--- src/rtl/spin_speed_pkg.sv ---
//------------------------------------------------------------------------------
// Module   : spin_speed_pkg
// Brief    : Wash-mode encodings and per-mode spin tables for the speed selector.
// Revision : 1.0
//------------------------------------------------------------------------------
`default_nettype none

package spin_speed_pkg;

  localparam logic [2:0] MODE_COTTON     = 3'd0;
  localparam logic [2:0] MODE_SYNTHETICS = 3'd1;
  localparam logic [2:0] MODE_DRUM_CLEAN = 3'd2;
  localparam logic [2:0] MODE_QUICK      = 3'd3;
  localparam logic [2:0] MODE_DAILY      = 3'd4;
  localparam logic [2:0] MODE_DELICATES  = 3'd5;
  localparam logic [2:0] MODE_WOOL       = 3'd6;
  localparam logic [2:0] MODE_COLOURS    = 3'd7;

  // Unclamped table values; the selector clamps them to its own level count.
  function automatic int unsigned max_level(input int unsigned mode);
    case (mode)
      32'(MODE_COTTON):     return 6;
      32'(MODE_SYNTHETICS): return 5;
      32'(MODE_DRUM_CLEAN): return 5;
      32'(MODE_QUICK):      return 3;
      32'(MODE_DAILY):      return 6;
      32'(MODE_DELICATES):  return 2;
      32'(MODE_WOOL):       return 3;
      default:              return 6;
    endcase
  endfunction

  function automatic int unsigned default_level(input int unsigned mode);
    case (mode)
      32'(MODE_COTTON):     return 6;
      32'(MODE_SYNTHETICS): return 5;
      32'(MODE_DRUM_CLEAN): return 5;
      32'(MODE_QUICK):      return 3;
      32'(MODE_DAILY):      return 6;
      32'(MODE_DELICATES):  return 1;
      32'(MODE_WOOL):       return 3;
      default:              return 6;
    endcase
  endfunction

  function automatic int unsigned level_to_rpm(input int unsigned lvl,
                                               input int unsigned base_rpm,
                                               input int unsigned step_rpm);
    if (lvl == 0) return 0;
    return base_rpm + (lvl - 1) * step_rpm;
  endfunction

endpackage

`default_nettype wire

--- src/rtl/spin_speed_selector_param_btn_rise_detect.sv ---
//------------------------------------------------------------------------------
// Module   : btn_rise_detect
// Brief    : Registers a debounced button level and flags its rising edge.
// Revision : 1.0
//------------------------------------------------------------------------------
`default_nettype none

module btn_rise_detect (
  input  logic clk,
  input  logic reset_n,
  input  logic btn,
  output logic rise
);

  logic btn_d;
  logic btn_q;

  always_comb begin
    btn_d = btn;
  end

  always_ff @(posedge clk or negedge reset_n) begin
    if (!reset_n) begin
      btn_q <= 1'b0;
    end else begin
      btn_q <= btn_d;
    end
  end

  assign rise = btn & ~btn_q;

endmodule

`default_nettype wire

--- src/rtl/spin_speed_selector_param.sv ---
//------------------------------------------------------------------------------
// Module   : spin_speed_selector_param
// Brief    : Per-mode spin level selector with lock, wrap/saturate and rpm out.
// Revision : 1.0
//------------------------------------------------------------------------------
`default_nettype none

module spin_speed_selector_param
  import spin_speed_pkg::*;
#(
  parameter int NUM_LEVELS = 7,
  parameter int SPEED_W    = 11,
  parameter int SPEED_BASE = 400,
  parameter int SPEED_STEP = 200,
  parameter int MODE_W     = 3,
  parameter int WRAP       = 1
) (
  input  logic                          clk,
  input  logic                          reset_n,
  input  logic [MODE_W-1:0]             wash_mode,
  input  logic                          lock,
  input  logic                          up_btn,
  input  logic                          down_btn,
  output logic [$clog2(NUM_LEVELS)-1:0] level,
  output logic [SPEED_W-1:0]            spin_speed,
  output logic                          changed,
  output logic                          limit_hit
);

  localparam int          LVL_W   = $clog2(NUM_LEVELS);
  localparam int          PROD_W  = SPEED_W + LVL_W;
  localparam int unsigned TOP_LVL = 32'(NUM_LEVELS - 1);
  localparam longint      MAX_RPM = longint'(SPEED_BASE) +
                                    longint'(NUM_LEVELS - 2) * longint'(SPEED_STEP);

  generate
    if (MAX_RPM >= (longint'(1) <<< SPEED_W)) begin : g_rpm_range_err
      $error("spin_speed_selector_param: top rpm does not fit in SPEED_W bits");
    end
  endgenerate

  function automatic logic [LVL_W-1:0] clamp_lvl(input int unsigned v);
    return (v > TOP_LVL) ? LVL_W'(TOP_LVL) : LVL_W'(v);
  endfunction

  logic up_rise;
  logic down_rise;

  btn_rise_detect u_up_rise (
    .clk     (clk),
    .reset_n (reset_n),
    .btn     (up_btn),
    .rise    (up_rise)
  );

  btn_rise_detect u_down_rise (
    .clk     (clk),
    .reset_n (reset_n),
    .btn     (down_btn),
    .rise    (down_rise)
  );

  logic [LVL_W-1:0]   level_q,        level_d;
  logic [SPEED_W-1:0] spin_speed_q,   spin_speed_d;
  logic               changed_q,      changed_d;
  logic               limit_hit_q,    limit_hit_d;
  logic [MODE_W-1:0]  mode_q,         mode_d;
  logic               init_pending_q, init_pending_d;

  logic [LVL_W-1:0] maxl_cur;
  logic [LVL_W-1:0] defl_new;

  assign maxl_cur = clamp_lvl(max_level(32'(mode_q)));
  assign defl_new = clamp_lvl(default_level(32'(wash_mode)));

  always_comb begin
    level_d        = level_q;
    mode_d         = mode_q;
    init_pending_d = init_pending_q;
    limit_hit_d    = 1'b0;

    if (!lock) begin
      // A mode (re)load swallows any button edge arriving in the same cycle.
      if (init_pending_q || (wash_mode != mode_q)) begin
        level_d        = defl_new;
        mode_d         = wash_mode;
        init_pending_d = 1'b0;
      end else if (up_rise && down_rise) begin
        level_d = level_q;
      end else if (up_rise) begin
        if (level_q < maxl_cur) begin
          level_d = level_q + LVL_W'(1);
        end else if (WRAP != 0) begin
          level_d = '0;
        end else begin
          limit_hit_d = 1'b1;
        end
      end else if (down_rise) begin
        if (level_q != '0) begin
          level_d = level_q - LVL_W'(1);
        end else if (WRAP != 0) begin
          level_d = maxl_cur;
        end else begin
          limit_hit_d = 1'b1;
        end
      end
    end

    changed_d    = (level_d != level_q);
    spin_speed_d = SPEED_W'(PROD_W'(level_to_rpm(32'(level_d), 32'(SPEED_BASE),
                                                 32'(SPEED_STEP))));
  end

  always_ff @(posedge clk or negedge reset_n) begin
    if (!reset_n) begin
      level_q        <= '0;
      spin_speed_q   <= '0;
      changed_q      <= 1'b0;
      limit_hit_q    <= 1'b0;
      mode_q         <= '0;
      init_pending_q <= 1'b1;
    end else begin
      level_q        <= level_d;
      spin_speed_q   <= spin_speed_d;
      changed_q      <= changed_d;
      limit_hit_q    <= limit_hit_d;
      mode_q         <= mode_d;
      init_pending_q <= init_pending_d;
    end
  end

  assign level      = level_q;
  assign spin_speed = spin_speed_q;
  assign changed    = changed_q;
  assign limit_hit  = limit_hit_q;

endmodule

`default_nettype wire

--- config.mk ---
export PLATFORM = sky130hd
export DESIGN_NAME = spin_speed_selector_param
export DESIGN_NICKNAME = d
export VERILOG_FILES = /design/src/rtl/spin_speed_pkg.sv /design/src/rtl/spin_speed_selector_param_btn_rise_detect.sv /design/src/rtl/spin_speed_selector_param.sv
export SDC_FILE = /design/constraint.sdc
export NUM_CORES = 1
export LEC_CHECK = 0
export CELL_PAD_IN_SITES_DETAIL_PLACEMENT = 0
export CELL_PAD_IN_SITES_GLOBAL_PLACEMENT = 1
export CORE_AREA = 5 5 79 66
export DETAILED_ROUTE_END_ITERATION = 16
export DIE_AREA = 0 0 84 71
export MAX_ROUTING_LAYER = met4
export PLACE_DENSITY = 0.78
export SLEW_MARGIN = 30
export SYNTH_ARGS = -nofsm -noshare
export SYNTH_HDL_FRONTEND = slang
export SYNTH_SLANG_ARGS = --single-unit
export TNS_END_PERCENT = 1
--- constraint.sdc ---
create_clock -name clk -period 7.15 [get_ports clk]
set_input_delay 1.43 -clock clk [delete_from_list [all_inputs] [get_ports clk]]
set_output_delay 1.43 -clock clk [all_outputs]
set_load 0.05 [all_outputs]
==> results.sh <==
export IMPL_outcome="complete, no violations"
export IMPL_required_ns=7.33
export IMPL_antenna_cells=0
export IMPL_clk_latency_ns=0.26
export IMPL_reg2reg_from="mode_q[1]"
export IMPL_cts_buffer_depth=2
export IMPL_period_share=0.856
export IMPL_endpoint_kind="flip-flop"
export IMPL_finalPower_uw=578
export IMPL_critPathLaunchType="primary input"
export IMPL_fin_cells=238
export IMPL_final_setup_skew_ns=0.00467
export IMPL_syn_area_sq_um=1580
export IMPL_holdWs_ns=0.499
export IMPL_multi_input_area_sq_um=986
export IMPL_clkSlewWorstSetupHoldPaths_ns=0.07
export IMPL_vias_per_cell=4.81
export IMPL_synth_fa_ha_area_frac=0.175
export IMPL_p_sw_frac=0.461
export IMPL_yosysWarnings=0
export IMPL_internal_power_uw=312
export IMPL_place_gp_congestion=0.876
export IMPL_synth_mux_area_frac=0.0349
export IMPL_fin_nets=206
export IMPL_fmax_ghz=0.163
export IMPL_syn_inst=166
export IMPL_cts_hold_buffers=0
export IMPL_synth_compound_area_share=0.164
export IMPL_start_util=0.358
export IMPL_hold_violations=0
export IMPL_dpl_hpwl_mm=2.39
export IMPL_yosys_area_share_xor_xnor=0.0778
export IMPL_clock_sinks=18
export IMPL_peakVddDrop_mv=0.171
export IMPL_fin_crit_ns=6.12
export IMPL_final_cell_mix="clkdlybuf4s50_1 (18), dfrtp_1 (17), ha_1 (14), inv_1 (13), nor2_1 (11)"
export IMPL_synth_top_family_by_area="adder cells"
export IMPL_cp_arrival_ns=6.30
export IMPL_io_buffers=19
export IMPL_clockRootBuffer="clkbuf_8"
export IMPL_n_fill_cell=453
export IMPL_h_tree_depth=1
export IMPL_drv_slew=0
export IMPL_worstSetupStartpoint="wash_mode[1]"
export IMPL_grt_pass1_wl_mm=4.88
export IMPL_grtUsageTotal=0.107
export IMPL_ys_ff_latch=18
export IMPL_die_w_um=84
export IMPL_fin_tns_setup_ns=0
export IMPL_seqCellArea_sq_um=452
export IMPL_switching_power_uw=266
export IMPL_cp_max_fo=9
export IMPL_vias=1145
export IMPL_firstDrtPassIters=4
export IMPL_post_drt_wl_per_cell_um=12.4
export IMPL_pre_cts_ws_ns=0.732
export IMPL_yosys_area_share_simple=0.164
export IMPL_leakagePower_uw=0.000776
export IMPL_hold_path_class="reg -> reg"
export IMPL_synth_async_reset_ratio=1.00
export IMPL_max_cap_violations=0
export IMPL_avgSynthCellArea_sq_um=9.50
export IMPL_ys_types=49
export IMPL_area_growth_pct=15.0
export IMPL_die_h_um=71
export IMPL_grt_max_degree=19
export IMPL_ant_nets=0
export IMPL_seq_power_share=0.254
export IMPL_synth_edf_count=0
export IMPL_relSlewSlack=0.661
export IMPL_cts_tree="yes"
export IMPL_die_area_sq_um=5960
export IMPL_rsz0062_at_grt="false"
export IMPL_clkPwrFrac=0.143
export IMPL_final_common_cell="clkdlybuf4s50_1"
export IMPL_place_inst=234
export IMPL_antenna_found_initial=0
export IMPL_cts_made_buffers=3
export IMPL_pin_count=24
export IMPL_worst_slack_ns=1.03
export IMPL_first_global_vias=1033
export IMPL_p_per_area_nw_per_um2=319
export IMPL_layout_drive_gt1_share=0.101
export IMPL_drt_total_wl_mm=2.96
export IMPL_hold_start="init_pending_q"
export IMPL_synthFlopType="dfrtp_1"
export IMPL_rows=22
export IMPL_comb_power_share=0.603
export IMPL_route_detailed_drc=0
export IMPL_core_area_sq_um=4400
export IMPL_critPathKind="in -> reg"
export IMPL_worstMarginPinSlew_ns=0.507
export IMPL_postCtsSetupBuffers=0
export IMPL_finalSetupViolCount=0
export IMPL_cts_repair_resized=0
export IMPL_ys_seq_area_frac=0.287
export IMPL_grt_overflow=0
export IMPL_first_iter_violations=47
-- worst max-delay path: stages --
cell and delay (ns):
clkdlybuf4s50_1 0.54, xor2_1 0.20, or4_4 0.55, nand2b_1 0.24, a211oi_1 0.18, or2_1 0.27
inv_2 0.12, ha_1 0.24, ha_1 0.34, inv_1 0.05, ha_1 0.21, inv_1 0.07
fa_1 0.42, fa_1 0.51, inv_1 0.04, ha_1 0.17, o21bai_1 0.16, xnor2_1 0.19
xnor2_1 0.16, mux2i_1 0.21
-- state kept, by name, summed over array words and instances, names as in the netlist --
signal / cells
changed: 1
init_pending_q: 1
level: 3
mode_q: 3
spin_speed: 8
u_down_rise.btn_q: 1
u_up_rise.btn_q: 1
-- metrics by stage --
stage	area, sq um	util
after floorplan	1590	-
after global placement	1760	0.400
after detailed placement	1760	0.400
after CTS	1820	0.413
after global routing	1810	0.412
final	1810	0.412
-- routing by layer --
layer	track usage	up-vias	wire length [um]
met5	-	-	0
met4	0.0446	0	54
met3	0.0349	5	170
met2	0.142	25	1220
met1	0.147	523	1520
li1	-	592	-
-- synth_stat cells (2+ instances only) --
library cell	instances	area share
buf_2	3	0.0095
nor2_1	11	0.026
or2_1	2	0.0079
buf_6	3	0.021
a21oi_1	7	0.022
mux2_2	4	0.029
nand2_1	6	0.014
or4_1	2	0.0095
dfrtp_1	17	0.27
o211ai_1	2	0.0095
clkbuf_1	5	0.012
fa_1	5	0.063
nand3_1	3	0.0095
a211oi_1	2	0.0095
xor2_1	6	0.033
buf_4	4	0.019
o22ai_1	3	0.012
xnor2_1	8	0.044
nor2b_1	4	0.016
a31oi_1	3	0.012
o21ai_0	7	0.022
ha_1	14	0.11
and3_1	4	0.016
nand2b_1	3	0.012
inv_1	13	0.031
a311o_1	2	0.013
-- worst paths after layout --
kind                             endpoint  slack [ns]  cells after the start
min in group asynchronous       mode_q[1]        1.09                      1
setup / recovery           spin_speed[10]        1.03                     20
setup reg to reg           spin_speed[10]        1.86                     22
max in group asynchronous  init_pending_q        5.73                      1
hold reg to reg            init_pending_q        0.50                      1
hold / removal             init_pending_q        0.50                      1
-- cell type report --
cell class / count / area share
clock buffer: 4 / 0.0304
tap: 60 / 0.0414
multi-input combinational: 122 / 0.544
inverter: 14 / 0.0290
timing repair buffer: 20 / 0.106
sequential: 18 / 0.249
-- power groups by stage --
| stage | Combinational, uW | Clock [uW] | Sequential (uW) |
|---|---|---|---|
| after floorplan | 188 | 0 | 225 |
| after global placement | 349 | 0 | 149 |
| after detailed placement | 351 | 0 | 149 |
| after CTS | 352 | 85.8 | 147 |
| after global routing | 382 | 90.2 | 150 |
| final | 349 | 82.9 | 147 |
-- kinds of logic after synthesis --
family | after synthesis
adders and majority gates | 19
xor gates and xnor gates | 14
muxes | 5
buffers and inverters | 29
DFF | 18
other | 1
and+or+nand+nor | 45
AOI/OAI and AO/OA | 35
No activity file was read; power rests on OpenSTA's default activity.
